[src/rtl/mc_cpu.sv]
// mc_cpu: multi-cycle MIPS-subset core sharing a single req/ready memory
// port between instruction fetch and load/store traffic.
module mc_cpu #(
    parameter int          ADDR_W   = 32,
    parameter logic [31:0] RESET_PC = 32'h0
) (
    input  logic              clk,
    input  logic              reset,
    output logic              mem_req,
    output logic              mem_we,
    output logic [ADDR_W-1:0] mem_addr,
    output logic [31:0]       mem_wdata,
    input  logic [31:0]       mem_rdata,
    input  logic              mem_ready,
    output logic              retire,
    output logic              halted,
    output logic [ADDR_W-1:0] dbg_pc
);

    localparam logic [ADDR_W-1:0] PC0 = RESET_PC[ADDR_W-1:0];

    typedef enum logic [2:0] {
        IDLE, FETCH, DECODE, EXEC, MEM, WB, HALT
    } state_t;

    state_t            state, state_nx;
    logic [ADDR_W-1:0] pc, pc_nx;
    logic [31:0]       ir, alu_q, mdr;
    logic [31:0]       rf [32];

    logic [5:0]  op, fn;
    logic [4:0]  rs, rt, rd, wb_dst;
    logic        is_r, is_addi, is_lw, is_sw, is_beq, is_j;
    logic        r_ok, legal, rf_we;
    logic [31:0] rs_v, rt_v, sext, alu_b, alu_y, wb_val;
    logic [31:0] pc4_w, j_tgt_w;
    logic [ADDR_W-1:0] pc4, br_tgt, j_tgt, ea;

    assign op = ir[31:26];
    assign rs = ir[25:21];
    assign rt = ir[20:16];
    assign rd = ir[15:11];
    assign fn = ir[5:0];

    assign is_r    = (op == 6'h00);
    assign is_addi = (op == 6'h08);
    assign is_lw   = (op == 6'h23);
    assign is_sw   = (op == 6'h2B);
    assign is_beq  = (op == 6'h04);
    assign is_j    = (op == 6'h02);

    assign r_ok = (fn == 6'h20) || (fn == 6'h22) || (fn == 6'h24)
               || (fn == 6'h25) || (fn == 6'h2A);
    assign legal = is_r ? r_ok
                 : (is_addi | is_lw | is_sw | is_beq | is_j);

    // $0 is never written, so its reset value keeps it reading as zero
    assign rs_v  = rf[rs];
    assign rt_v  = rf[rt];
    assign sext  = {{16{ir[15]}}, ir[15:0]};
    assign alu_b = is_r ? rt_v : sext;

    always_comb begin
        alu_y = rs_v + alu_b;
        if (is_r) begin
            unique case (1'b1)
                fn == 6'h22: alu_y = rs_v - rt_v;
                fn == 6'h24: alu_y = rs_v & rt_v;
                fn == 6'h25: alu_y = rs_v | rt_v;
                fn == 6'h2A: alu_y = {31'b0, $signed(rs_v) < $signed(rt_v)};
                default:     alu_y = rs_v + rt_v;
            endcase
        end
    end

    assign pc4     = pc + ADDR_W'(4);
    assign br_tgt  = pc4 + ADDR_W'({sext[29:0], 2'b00});
    assign pc4_w   = 32'(pc4);
    assign j_tgt_w = {pc4_w[31:28], ir[25:0], 2'b00};
    assign j_tgt   = j_tgt_w[ADDR_W-1:0];
    assign ea      = {alu_q[ADDR_W-1:2], 2'b00};

    assign wb_dst = is_r ? rd : rt;
    assign wb_val = is_lw ? mdr : alu_q;

    assign halted = (state == HALT);
    assign dbg_pc = pc;

    always_comb begin
        state_nx  = state;
        pc_nx     = pc;
        mem_req   = 1'b0;
        mem_we    = 1'b0;
        mem_addr  = '0;
        mem_wdata = '0;
        retire    = 1'b0;
        rf_we     = 1'b0;
        unique case (state)
            IDLE: state_nx = FETCH;
            FETCH: begin
                mem_req  = 1'b1;
                mem_addr = pc;
                if (mem_ready) state_nx = DECODE;
            end
            DECODE: begin
                if (!legal) begin
                    state_nx = HALT;
                end else if (is_j) begin
                    pc_nx    = j_tgt;
                    retire   = 1'b1;
                    state_nx = FETCH;
                end else begin
                    state_nx = EXEC;
                end
            end
            EXEC: begin
                if (is_beq) begin
                    pc_nx    = (rs_v == rt_v) ? br_tgt : pc4;
                    retire   = 1'b1;
                    state_nx = FETCH;
                end else if (is_lw || is_sw) begin
                    state_nx = MEM;
                end else begin
                    state_nx = WB;
                end
            end
            MEM: begin
                mem_req   = 1'b1;
                mem_we    = is_sw;
                mem_addr  = ea;
                mem_wdata = rt_v;
                if (mem_ready) begin
                    if (is_sw) begin
                        pc_nx    = pc4;
                        retire   = 1'b1;
                        state_nx = FETCH;
                    end else begin
                        state_nx = WB;
                    end
                end
            end
            WB: begin
                rf_we    = 1'b1;
                pc_nx    = pc4;
                retire   = 1'b1;
                state_nx = FETCH;
            end
            HALT: state_nx = HALT;
            default: state_nx = IDLE;
        endcase
    end

    always_ff @(posedge clk or negedge reset) begin
        if (!reset) begin
            state <= IDLE;
            pc    <= PC0;
            ir    <= '0;
            alu_q <= '0;
            mdr   <= '0;
            for (int i = 0; i < 32; i++) rf[i] <= '0;
        end else begin
            state <= state_nx;
            pc    <= pc_nx;
            if (state == FETCH && mem_ready) ir <= mem_rdata;
            if (state == EXEC) alu_q <= alu_y;
            if (state == MEM && mem_ready) mdr <= mem_rdata;
            if (rf_we && wb_dst != 5'd0) rf[wb_dst] <= wb_val;
        end
    end

endmodule

[config.mk]
export PLATFORM = sky130hd
export DESIGN_NAME = mc_cpu
export DESIGN_NICKNAME = d
export VERILOG_FILES = /design/src/rtl/mc_cpu.sv
export SDC_FILE = /design/constraint.sdc
export NUM_CORES = 2
export LEC_CHECK = 0
export ABC_AREA = 1
export BUFFER_PORTS_ARGS = -buffer_cell sky130_fd_sc_hd__buf_2
export CELL_PAD_IN_SITES_DETAIL_PLACEMENT = 1
export CELL_PAD_IN_SITES_GLOBAL_PLACEMENT = 2
export CORE_UTILIZATION = 34
export DETAILED_ROUTE_END_ITERATION = 10
export GPL_TIMING_DRIVEN = 1
export PLACE_DENSITY = 0.8
export SETUP_SLACK_MARGIN = 0.15
export SYNTH_ARGS = -nofsm -noshare
export SYNTH_HDL_FRONTEND = slang
export SYNTH_SLANG_ARGS = --single-unit
export TNS_END_PERCENT = 100
[constraint.sdc]
create_clock -name clk -period 4.14 [get_ports clk]
set_clock_uncertainty 0.05 [all_clocks]
set_input_delay 0.828 -clock clk [delete_from_list [all_inputs] [get_ports clk]]
set_output_delay 0.828 -clock clk [all_outputs]
set_load 0.005 [all_outputs]
==> flow_metrics.tcl <==
set metrics [dict create \
    cts_buffers 146 \
    hold_ws_ns -0.0641 \
    clock_latency_ns 0.86 \
    crit_type "reg2reg" \
    grt_antenna_before_repair 17 \
    ff_latch_area_um2 28900 \
    ys_ff_latch 1153 \
    postSynth.asyncResetShare_pct 100 \
    hold_class "in2async" \
    grt_pass1_vias 84100 \
    drc_errors 0 \
    critPathArrivalTime_ns 5.03 \
    synth_cell_type_count 55 \
    syn_inst 10000 \
    initial_core_util_pct 34.3 \
    syn_area_per_cell_um2 7.10 \
    synthTopCellsByArea "dfrtp_1 40%, o21ai_0 15%, nand2_1 9.7%" \
    clkTransAtPathRegs_ns 0.06 \
    setup_ws_ns -0.155 \
    finalHoldViolations 6 \
    grt_overflow 0 \
    yosysSeqAreaShare_pct 40.5 \
    synth_edf_count 0 \
    fmax_ghz 0.233 \
    grt_first_pass_wirelength_um 577000 \
    coreArea_um2 208000 \
    drive_above_1_share_pct 22.7 \
    nNetsFinal 11000 \
    die_area_um2 211000 \
    worstPathRequired_ns 4.87 \
    final-setup-viol-count 26 \
    worstSetupStartpointType "flip-flop" \
    row_count 167 \
    multiInputGateArea_um2 40300 \
    slew_violations 0 \
    cp-endpoint "alu_q[28]" \
    grt_max_degree 107 \
    viasPerCell 6.06 \
    cp_max_fo 28 \
    cts.path.max_buffers 3 \
    yosys_warnings 0 \
    tritoncts "yes" \
    tightest_slew_ns 1.25 \
    synth-main-ff-cell "dfrtp_1" \
    yosys.area.top_type "dfrtp_1" \
    dp_slack_ns -0.655 \
    drtPass1Iterations 6 \
    violations "negative hold slack, negative setup slack" \
    relSlewSlack_pct 16.4 \
    endpoint_kind "flip-flop" \
    clock-sinks 1153 \
    synth_top_area_share_pct 40.5 \
    cts_root_buf "clkbuf_16" \
    dp.final_hpwl_um 252000 \
    timing.rr.end "alu_q[28]" \
    r2r_cells 27 \
    r2r_setup_slack_ns -0.15 \
    drt_iter0_drc 9342 \
    drtAntennaViolNets 0 \
    die_h_um 460 \
    rsz0062_at_grt "true" \
    gp_congestion 0.996 \
    r2r_start "ir[22]" \
    vias 83300 \
    fillers 25000 \
    wl_um 400000 \
    crit_path_start "ir[22]" \
    outcome "finished with violations" \
    dieWidth_um 460 \
    postCtsHoldBufs 0 \
    wl_per_cell_um 29.1 \
    layout_common_cells "1,865 x o21ai_0, 1,693 x nand2_1, 1,162 x nor2_1" \
    h-tree-depth 4 \
    grt.total_usage_pct 36.7 \
    syn_area_um2 71300 \
    cap_violations 0 \
    layout_worst_path_cycle_share_pct 104 \
    min_period_ns 4.29 \
    ios 135 \
    io_buffers 130 \
    layout_commonest_cell "o21ai_0" \
    area_growth_pct 36.1 \
]
[registers in the layout, indices dropped and copies added (netlist names)]
register and cells:
alu_q 32, dbg_pc 30, ir 32, mdr 32, rf 1024, state 3
[per-stage QoR]
step	area (um^2)	hold WS (ns)	std cells	TNS [ns]	utilization (%)
4_1_cts	94300	0.0166	13700	-0.0997	45.4
2_1_floorplan	71300	0.401	10000	0	-
5_1_grt	97000	-0.0177	13700	-7.09	46.7
3_5_place_dp	82500	0.342	13200	-23.48	39.7
3_3_place_gp	82500	0.338	13200	-24.14	39.7
6_report	97000	-0.0641	13700	-1.23	46.7
[per-layer routing]
metal	vias up	GRT usage, %	share of wire, %
li1	35700	-	-
met2	4343	56.1	44
met3	1210	7.26	9.1
met4	14	19.9	6.1
met5	-	0	0.023
met1	42000	48.6	41
[cells in the mapped netlist, types with 7 or more instances]
library cell,instances
o22ai_1,81
o211ai_1,220
nand2_1,1848
a31oi_1,25
nor2_4,7
o21bai_1,10
o21ai_0,2184
clkinv_1,7
buf_2,100
nor3_1,44
nand3b_1,16
o2111ai_1,8
o2bb2ai_1,12
o21a_1,36
ha_1,158
xor2_1,42
buf_4,7
nand3_1,458
nor2_2,8
nand2_2,16
dfrtp_1,1153
nand4_1,38
a21oi_1,653
a21o_1,15
or2_2,11
inv_2,14
inv_1,625
clkbuf_1,644
nor2_1,1251
o21ai_1,11
o221ai_1,193
a32o_1,14
buf_1,55
nor4_1,10
[critical path, cell delays in order, from the launching register on]
cell and delay, ns:
dfrtp_4 0.58, inv_12 0.16, buf_16 0.21, o21ai_0 0.14, o211ai_1 0.24, nand3_1 0.16
nand2_1 0.12, inv_2 0.05, o21ai_4 0.18, buf_6 0.15, buf_6 0.09, ha_4 0.12
inv_2 0.05, fa_2 0.40, inv_2 0.08, nand3_2 0.09, nand2_2 0.11, buf_6 0.10
nand4_1 0.16, nand3_4 0.17, nand4_1 0.17, nand2_1 0.11, nand2_1 0.05, nand2_1 0.05
nand2_1 0.04, nand3_1 0.12, nand2_1 0.07, a21oi_1 0.17
[repair_timing]
item                                    CTS  global route
cloned                                   80            13
gates resized for setup                 923           601
endpoints found under the setup margin   98           437
pin swaps                               246           193
buffers inserted                        140            67
[final cells by class]
type | instances | area share (%)
timing repair inverter | 7 | 0.141
timing repair buffer | 1439 | 17.0
multi-input combinational | 7428 | 41.6
clock buffer | 208 | 4.50
antenna | 7 | 0.0181
sequential | 1153 | 29.8
tap | 2788 | 3.60
inverter | 646 | 2.64
clock inverter | 61 | 0.792
[cells by family (layout without fill, tap and decap cells)]
family / count (synthesis) / count (layout) / synth area share, %
other: 1 / 11 / 0.00526
XOR/XNOR: 45 / 45 / 0.553
flip-flops: 1153 / 1153 / 40.5
AO/OA/AOI/OAI: 3496 / 3496 / 27.1
AND/OR/NAND/NOR: 3717 / 3717 / 21.0
adder cells (fa/ha/maj): 162 / 162 / 2.89
multiplexers: 4 / 4 / 0.0632
buffers and inverters: 1458 / 2361 / 7.90
[worst min path at each step]
stage	from	endpoint
finish	reset	alu_q[22]
global placement	rf[1002]	rf[1002]
detailed placement	rf[1009]	rf[1009]
floorplan	rf[1023]	rf[1023]
CTS	reset	alu_q[22]
global route	reset	alu_q[22]
Power is not shown: default switching activity piles up to over one toggle a cycle in this logic, so the estimate is an artifact.
